===== src/rtl/rubytop_l1d_ld_miss_tracker_pkg.sv =====
// rubytop_l1d_ld_miss_tracker_pkg: shared uncore types for the L1D load-miss tracker.
package rubytop_l1d_ld_miss_tracker_pkg;
  localparam int L1D_PADDR_W    = 56;
  localparam int L1D_LINE_OFF_W = 6;

  typedef logic [L1D_PADDR_W-L1D_LINE_OFF_W-1:0] line_addr_t;

  typedef enum logic [1:0] {
    MSHR_FREE,
    MSHR_ALLOC,
    MSHR_WAIT,
    MSHR_WAKE
  } mshr_state_e;

  typedef struct packed {
    mshr_state_e state;
    logic        defer;
    line_addr_t  line;
  } mshr_entry_t;
endpackage


===== src/rtl/rubytop_l1d_ld_miss_tracker_lowest_sel.sv =====
// l1d_mshr_lowest_sel: lowest-set-bit priority select, index is 0 when nothing is set.
module l1d_mshr_lowest_sel #(
  parameter int N = 4,
  parameter int W = $clog2(N)
) (
  input  logic [N-1:0] req_i,
  output logic         valid_o,
  output logic [W-1:0] idx_o
);
  always_comb begin
    idx_o = '0;
    for (int i = N - 1; i >= 0; i--) if (req_i[i]) idx_o = W'(i);
  end
  assign valid_o = |req_i;
endmodule


===== src/rtl/rubytop_l1d_ld_miss_tracker.sv =====
// rubytop_l1d_ld_miss_tracker: L1D load-miss MSHR tracker emitting LSU sleep/wakeup messages.
// Define L1D_MSHR_MERGE_EN to merge secondary misses into an existing entry.
module rubytop_l1d_ld_miss_tracker
  import rubytop_l1d_ld_miss_tracker_pkg::*;
#(
  parameter int MSHR_D     = 4,
  parameter int MSHR_ID_W  = $clog2(MSHR_D),
  parameter int LDQ_ID_W   = 5,
  parameter int PADDR_W    = L1D_PADDR_W,
  parameter int LINE_OFF_W = L1D_LINE_OFF_W
) (
  input  logic                       clk,
  input  logic                       rst_n,
  input  logic                       lookup_valid_i,
  input  logic [LDQ_ID_W-1:0]        lookup_lsu_id_i,
  input  logic [PADDR_W-1:0]         lookup_paddr_i,
  input  logic                       lookup_hit_i,
  output logic                       ld_resp_valid_o,
  output logic [LDQ_ID_W-1:0]        ld_resp_lsu_id_o,
  output logic                       l1d_lsu_sleep_valid_o,
  output logic [LDQ_ID_W-1:0]        l1d_lsu_sleep_ldq_id_o,
  output logic                       l1d_lsu_sleep_cache_miss_o,
  output logic [MSHR_ID_W-1:0]       l1d_lsu_sleep_mshr_id_o,
  output logic                       l1d_lsu_sleep_mshr_full_o,
  output logic                       l1d_lsu_wakeup_cache_refill_valid_o,
  output logic [MSHR_ID_W-1:0]       l1d_lsu_wakeup_mshr_id_o,
  output logic                       l1d_lsu_wakeup_mshr_avail_o,
  output logic                       mem_req_valid_o,
  output logic [PADDR_W-LINE_OFF_W-1:0] mem_req_line_o,
  output logic [MSHR_ID_W-1:0]       mem_req_mshr_id_o,
  input  logic                       mem_req_ready_i,
  input  logic                       mem_refill_valid_i,
  input  logic [MSHR_ID_W-1:0]       mem_refill_mshr_id_i
);
  mshr_entry_t          ent_q [MSHR_D];
  mshr_entry_t          ent_d [MSHR_D];
  logic [MSHR_D-1:0]    free_v, alloc_v, wake_v, match_v, merge_v;
  logic                 free_any, alloc_any, wake_any, match_any;
  logic [MSHR_ID_W-1:0] free_idx, alloc_idx, wake_idx, match_idx;
  line_addr_t           lk_line;
  logic                 miss, merge, alloc_new, full_miss, mem_fire;
  logic                 resp_valid_q, sleep_valid_q, sleep_full_q, full_waiter_q, avail_q;
  logic [LDQ_ID_W-1:0]  resp_id_q, sleep_id_q;
  logic [MSHR_ID_W-1:0] sleep_mshr_q;
  logic                 unused_off;

  assign unused_off = ^lookup_paddr_i[LINE_OFF_W-1:0];
  assign lk_line    = line_addr_t'(lookup_paddr_i[PADDR_W-1:LINE_OFF_W]);
  assign miss       = lookup_valid_i && !lookup_hit_i;

  for (genvar i = 0; i < MSHR_D; i++) begin : g_ent
    assign free_v[i]  = ent_q[i].state == MSHR_FREE;
    assign alloc_v[i] = ent_q[i].state == MSHR_ALLOC;
    assign match_v[i] = !free_v[i] && ent_q[i].line == lk_line;
    assign merge_v[i] = merge && match_v[i];
    // An entry being merged into this cycle must not wake before its new sleeper is told.
    assign wake_v[i]  = ent_q[i].state == MSHR_WAKE && !ent_q[i].defer && !merge_v[i];
  end

  l1d_mshr_lowest_sel #(.N(MSHR_D), .W(MSHR_ID_W)) u_free_sel  (.req_i(free_v),  .valid_o(free_any),  .idx_o(free_idx));
  l1d_mshr_lowest_sel #(.N(MSHR_D), .W(MSHR_ID_W)) u_alloc_sel (.req_i(alloc_v), .valid_o(alloc_any), .idx_o(alloc_idx));
  l1d_mshr_lowest_sel #(.N(MSHR_D), .W(MSHR_ID_W)) u_wake_sel  (.req_i(wake_v),  .valid_o(wake_any),  .idx_o(wake_idx));
  l1d_mshr_lowest_sel #(.N(MSHR_D), .W(MSHR_ID_W)) u_match_sel (.req_i(match_v), .valid_o(match_any), .idx_o(match_idx));

`ifdef L1D_MSHR_MERGE_EN
  assign merge = miss && match_any;
`else
  assign merge = 1'b0;
`endif
  assign alloc_new = miss && !match_any && free_any;
  assign full_miss = miss && !merge && !alloc_new;
  assign mem_fire  = alloc_any && mem_req_ready_i;

  always_comb begin
    for (int i = 0; i < MSHR_D; i++) begin
      ent_d[i] = ent_q[i];
      ent_d[i].defer = merge_v[i] && ent_q[i].state == MSHR_WAKE;
      if (alloc_new && free_idx == MSHR_ID_W'(i)) begin
        ent_d[i].state = MSHR_ALLOC;
        ent_d[i].line  = lk_line;
      end else if (mem_fire && alloc_idx == MSHR_ID_W'(i))
        ent_d[i].state = MSHR_WAIT;
      else if (mem_refill_valid_i && mem_refill_mshr_id_i == MSHR_ID_W'(i) && ent_q[i].state == MSHR_WAIT)
        ent_d[i].state = MSHR_WAKE;
      else if (wake_any && wake_idx == MSHR_ID_W'(i))
        ent_d[i].state = MSHR_FREE;
    end
  end

  always_ff @(posedge clk or negedge rst_n) begin
    if (!rst_n) begin
      for (int i = 0; i < MSHR_D; i++) ent_q[i] <= '0;
      resp_valid_q  <= 1'b0;
      resp_id_q     <= '0;
      sleep_valid_q <= 1'b0;
      sleep_id_q    <= '0;
      sleep_mshr_q  <= '0;
      sleep_full_q  <= 1'b0;
      full_waiter_q <= 1'b0;
      avail_q       <= 1'b0;
    end else begin
      ent_q         <= ent_d;
      resp_valid_q  <= lookup_valid_i && lookup_hit_i;
      resp_id_q     <= lookup_valid_i && lookup_hit_i ? lookup_lsu_id_i : '0;
      sleep_valid_q <= miss;
      sleep_id_q    <= miss ? lookup_lsu_id_i : '0;
      sleep_mshr_q  <= merge ? match_idx : alloc_new ? free_idx : '0;
      sleep_full_q  <= full_miss;
      full_waiter_q <= full_miss || (full_waiter_q && !free_any);
      avail_q       <= full_waiter_q && free_any;
    end
  end

  assign ld_resp_valid_o                     = resp_valid_q;
  assign ld_resp_lsu_id_o                    = resp_id_q;
  assign l1d_lsu_sleep_valid_o               = sleep_valid_q;
  assign l1d_lsu_sleep_ldq_id_o              = sleep_id_q;
  assign l1d_lsu_sleep_cache_miss_o          = sleep_valid_q;
  assign l1d_lsu_sleep_mshr_id_o             = sleep_mshr_q;
  assign l1d_lsu_sleep_mshr_full_o           = sleep_full_q;
  assign l1d_lsu_wakeup_cache_refill_valid_o = wake_any;
  assign l1d_lsu_wakeup_mshr_id_o            = wake_idx;
  assign l1d_lsu_wakeup_mshr_avail_o         = avail_q;
  assign mem_req_valid_o                     = alloc_any;
  assign mem_req_line_o                      = alloc_any ? (PADDR_W-LINE_OFF_W)'(ent_q[alloc_idx].line) : '0;
  assign mem_req_mshr_id_o                   = alloc_idx;
endmodule


===== config.mk =====
export PLATFORM = sky130hd
export DESIGN_NAME = rubytop_l1d_ld_miss_tracker
export DESIGN_NICKNAME = d
export VERILOG_FILES = /design/src/rtl/rubytop_l1d_ld_miss_tracker_pkg.sv /design/src/rtl/rubytop_l1d_ld_miss_tracker_lowest_sel.sv /design/src/rtl/rubytop_l1d_ld_miss_tracker.sv
export SDC_FILE = /design/constraint.sdc
export NUM_CORES = 1
export LEC_CHECK = 0
export BUFFER_PORTS_ARGS = -buffer_cell sky130_fd_sc_hd__buf_2
export CAP_MARGIN = 30
export CORE_MARGIN = 3
export CORE_UTILIZATION = 43
export CTS_BUF_LIST = sky130_fd_sc_hd__clkbuf_2
export DETAILED_ROUTE_END_ITERATION = 8
export PLACE_DENSITY = 0.6
export SYNTH_ARGS = -nofsm -noshare
export SYNTH_HDL_FRONTEND = slang
export SYNTH_SLANG_ARGS = --single-unit

===== constraint.sdc =====
create_clock -name clk -period 2.6 [get_ports clk]
set_input_delay 0.52 -clock clk [delete_from_list [all_inputs] [get_ports clk]]
set_output_delay 0.52 -clock clk [all_outputs]
set_load 0.1 [all_outputs]

==> metrics.md <==
| Metric | Value |
|---|---|
| Vias in the first global route | 12,124 |
| DRC | 0 |
| Share of the synthesized area in the top cell type | 41.4% |
| RSZ-0062 raised after global routing | yes |
| DP HPWL | 31.8 mm |
| Final antenna-violating net count | 0 |
| DP Cell Count | 1,878 |
| Clock Skew | 76.9 ps |
| Tot GR Track Use | 29.2% |
| Hold endpoint | ent_q[210] |
| Syn nets | 1,284 |
| Share of flip-flops with an asynchronous set or reset | 100% |
| CP required | 2080 ps |
| Final wirelength | 49.6 mm |
| First-pass GRT wire length | 74.1 mm |
| Starting Density | 44.0% |
| Final max-slew violation count | 0 |
| Ranking of synthesized cells by area | dfrtp_1 41%, mux2_4 10%, mux2_1 8.1%, xor2_1 6.6%, xnor2_1 5.4% |
| Die span in x | 184 um |
| TritonCTS Buffers | 66 |
| Non-Filler Cell Area, Final | 20,500 um2 |
| Synth Instances | 1,215 |
| Failing checks | setup timing |
| FF-to-FF Start | ent_q[45] |
| Setup violations, final | 249 |
| Final hold violation count | 0 |
| Crit Path Max Fanout | 9 |
| Worst R2R Setup Slack | -180 ps |
| Largest area contributor in the netlist | dfrtp_1 |
| Initial antenna violation count | 3 |
| PortBufs | 135 |
| R2R Path End | ent_q[39] |
| GP Congestion | 0.891 |
| Nets | 1,709 |
| H-tree levels | 3 |
| Outcome | finished with violations |
| Type of destination of the critical path | primary output |
| Clock root cell | clkbuf_2 |
| WL/cell | 23.9 um |
| Die area | 33,800 um2 |
| Final core utilization | 66.2% |
| Startpoint types | register |
| Predominant post-synthesis flop cell | dfrtp_1 |
| Hold Path Stages | 4 |
| Yosys warns | 0 |
| Pin count of the biggest net entering global routing | 64 |
| Synth cell count leaders | 225 x dfrtp_1, 114 x nor2_1, 102 x xor2_1 |
| Cell variety after synth | 51 |
| Final min period | 3360 ps |
| Area occupied by multi-input gates | 8600 um2 |
| Yosys reg bits | 225 |
| Fin crit share | 129% |
| Netlist Area Pre-Place | 13,600 um2 |
| Final setup margin | -761 ps |
| Data arrival, critical path | 2840 ps |
| First-pass DRT Iterations | 6 |
| Fill cell count | 2,211 |
| Register area share after synthesis | 41.4% |
| Max-Cap Viols | 0 |
| Post-DR vias/cell | 5.54 |
| Rows | 64 |
| Hold Crit Start | mem_refill_mshr_id_i[0] |
| Syn Area/Cell | 11.2 um2 |
| Clock slew at reported path FFs | 110 ps |
| Clk sinks | 225 |
| I/O Pins | 142 |
| Via count | 11,497 |
| Slew HR | 61.7% |
| Hold Path Class | primary input to register |
| CTS max path bufs | 3 |
| Initial DRC Count | 835 |
| Register Area | 5630 um2 |
| Crit. Startpoint | ent_q[158] |
| P&R area growth vs syn | 50.5% |
| Layout cell share with drive strength beyond 1 | 54.3% |
| Worst-Margin Slew | 573 ps |
| Chip height | 184 um |
| Gr ovfl total | 0 |
| Crit path kind | register to primary output |
| Most frequent cell after synthesis | dfrtp_1 |
| Non-filler instance count after layout | 2,077 |
| CTS tree | built |
| EDFF count, synth | 0 |
| Worst-skew pair later-pin latency | 840 ps |
| Max Freq | 0.298 GHz |
| Placed Area | 17,600 um2 |
| Core footprint | 30,900 um2 |
| Worst reg-to-reg path cell count | 10 |
-- layer usage --
layer | vias up | wire length [um] | global-route usage [%]
met3 | 140 | 4020 | 7.00
li1 | 5102 | - | -
met4 | 4 | 2140 | 12.6
met1 | 5755 | 20300 | 38.0
met2 | 496 | 23100 | 46.7
met5 | - | 19 | 0
-- placed cells by master (no fill, tap or decap), types with 11 or more instances in the layout --
| master | n |
|---|---|
| nor2_1 | 85 |
| nor4_1 | 13 |
| xor2_1 | 99 |
| buf_6 | 25 |
| inv_1 | 20 |
| xnor2_1 | 82 |
| dfrtp_1 | 223 |
| buf_2 | 78 |
| dlygate4sd3_1 | 26 |
| a21oi_4 | 51 |
| mux2_4 | 195 |
| o21ai_2 | 37 |
| nand4_1 | 25 |
| nor2_2 | 26 |
| nor4_2 | 11 |
| o21a_1 | 51 |
| clkbuf_2 | 92 |
| mux2i_1 | 48 |
| buf_12 | 112 |
| o21ai_1 | 14 |
| buf_4 | 208 |
-- logic make-up (layout without fill, tap and decap cells) --
kind of cell           Yosys count  in the layout  synth area share, %
AND/OR/NAND/NOR                235            235                 9.01
XOR/XNOR                       186            186                 12.0
multiplexers                   251            251                 22.9
other                            0              4                    0
buffers and inverters          132            594                 6.37
AO/OA/AOI/OAI                  186            186                 8.35
flip-flops                     225            225                 41.4
-- worst max path at each step --
stage               cells past startpoint  slack [ps]                  to
floorplan                               8        -140  mem_req_line_o[30]
global placement                       12        -370          ent_q[106]
detailed placement                     12        -390           ent_q[17]
CTS                                    11        -790  mem_req_line_o[43]
global route                           11        -910   mem_req_line_o[4]
finish                                 11        -760   mem_req_line_o[4]
-- sequential cells by signal, summed over array words and instances (netlist names) --
signal	count
ld_resp_lsu_id_o	5
l1d_lsu_sleep_mshr_full_o	1
ld_resp_valid_o	1
ent_q	208
l1d_lsu_sleep_ldq_id_o	5
l1d_lsu_sleep_mshr_id_o	2
full_waiter_q	1
l1d_lsu_wakeup_mshr_avail_o	1
l1d_lsu_sleep_cache_miss_o	1
-- critical path: stages, from the launching register on --
cell and delay [ps]:
dfrtp_1 440, nor2b_4 170, a31oi_4 60, nor2_4 150, buf_12 200, buf_12 170
mux2i_1 80, nor2_1 180, o21ai_1 90, buf_4 160, a21oi_4 140, buf_12 190
-- through the flow --
step	worst slack (ps)	TNS [ps]	hold slack, ps
5_1_grt	-915	-72730	6.35
6_report	-761	-50210	67.2
2_1_floorplan	-141	-5450	224
4_1_cts	-793	-51830	5.95
3_3_place_gp	-374	-67590	396
3_5_place_dp	-389	-69390	400
-- final cells by class --
type                       count  share of cell area (%)
multi-input combinational    858                    42.0
sequential                   225                    27.5
timing repair buffer         465                    25.0
tap                          396                    2.42
clock buffer                  92                    2.25
inverter                      24                   0.440
clock inverter                13                   0.245
antenna                        4                  0.0489
-- timing repair --
| action | CTS | global route |
|---|---|---|
| resized for setup | 229 | 137 |
| cloned | 22 | 2 |
| pin swaps | 35 | 38 |
| endpoints found under the setup margin | 251 | 260 |
| hold buffers | 26 | 0 |
| endpoints found under the hold margin | 261 | 0 |
| setup buffers | 50 | 15 |
Power is left out: the tool's default activity adds up to more than one toggle a clock period on the data nets, which glitch-free logic cannot reach.
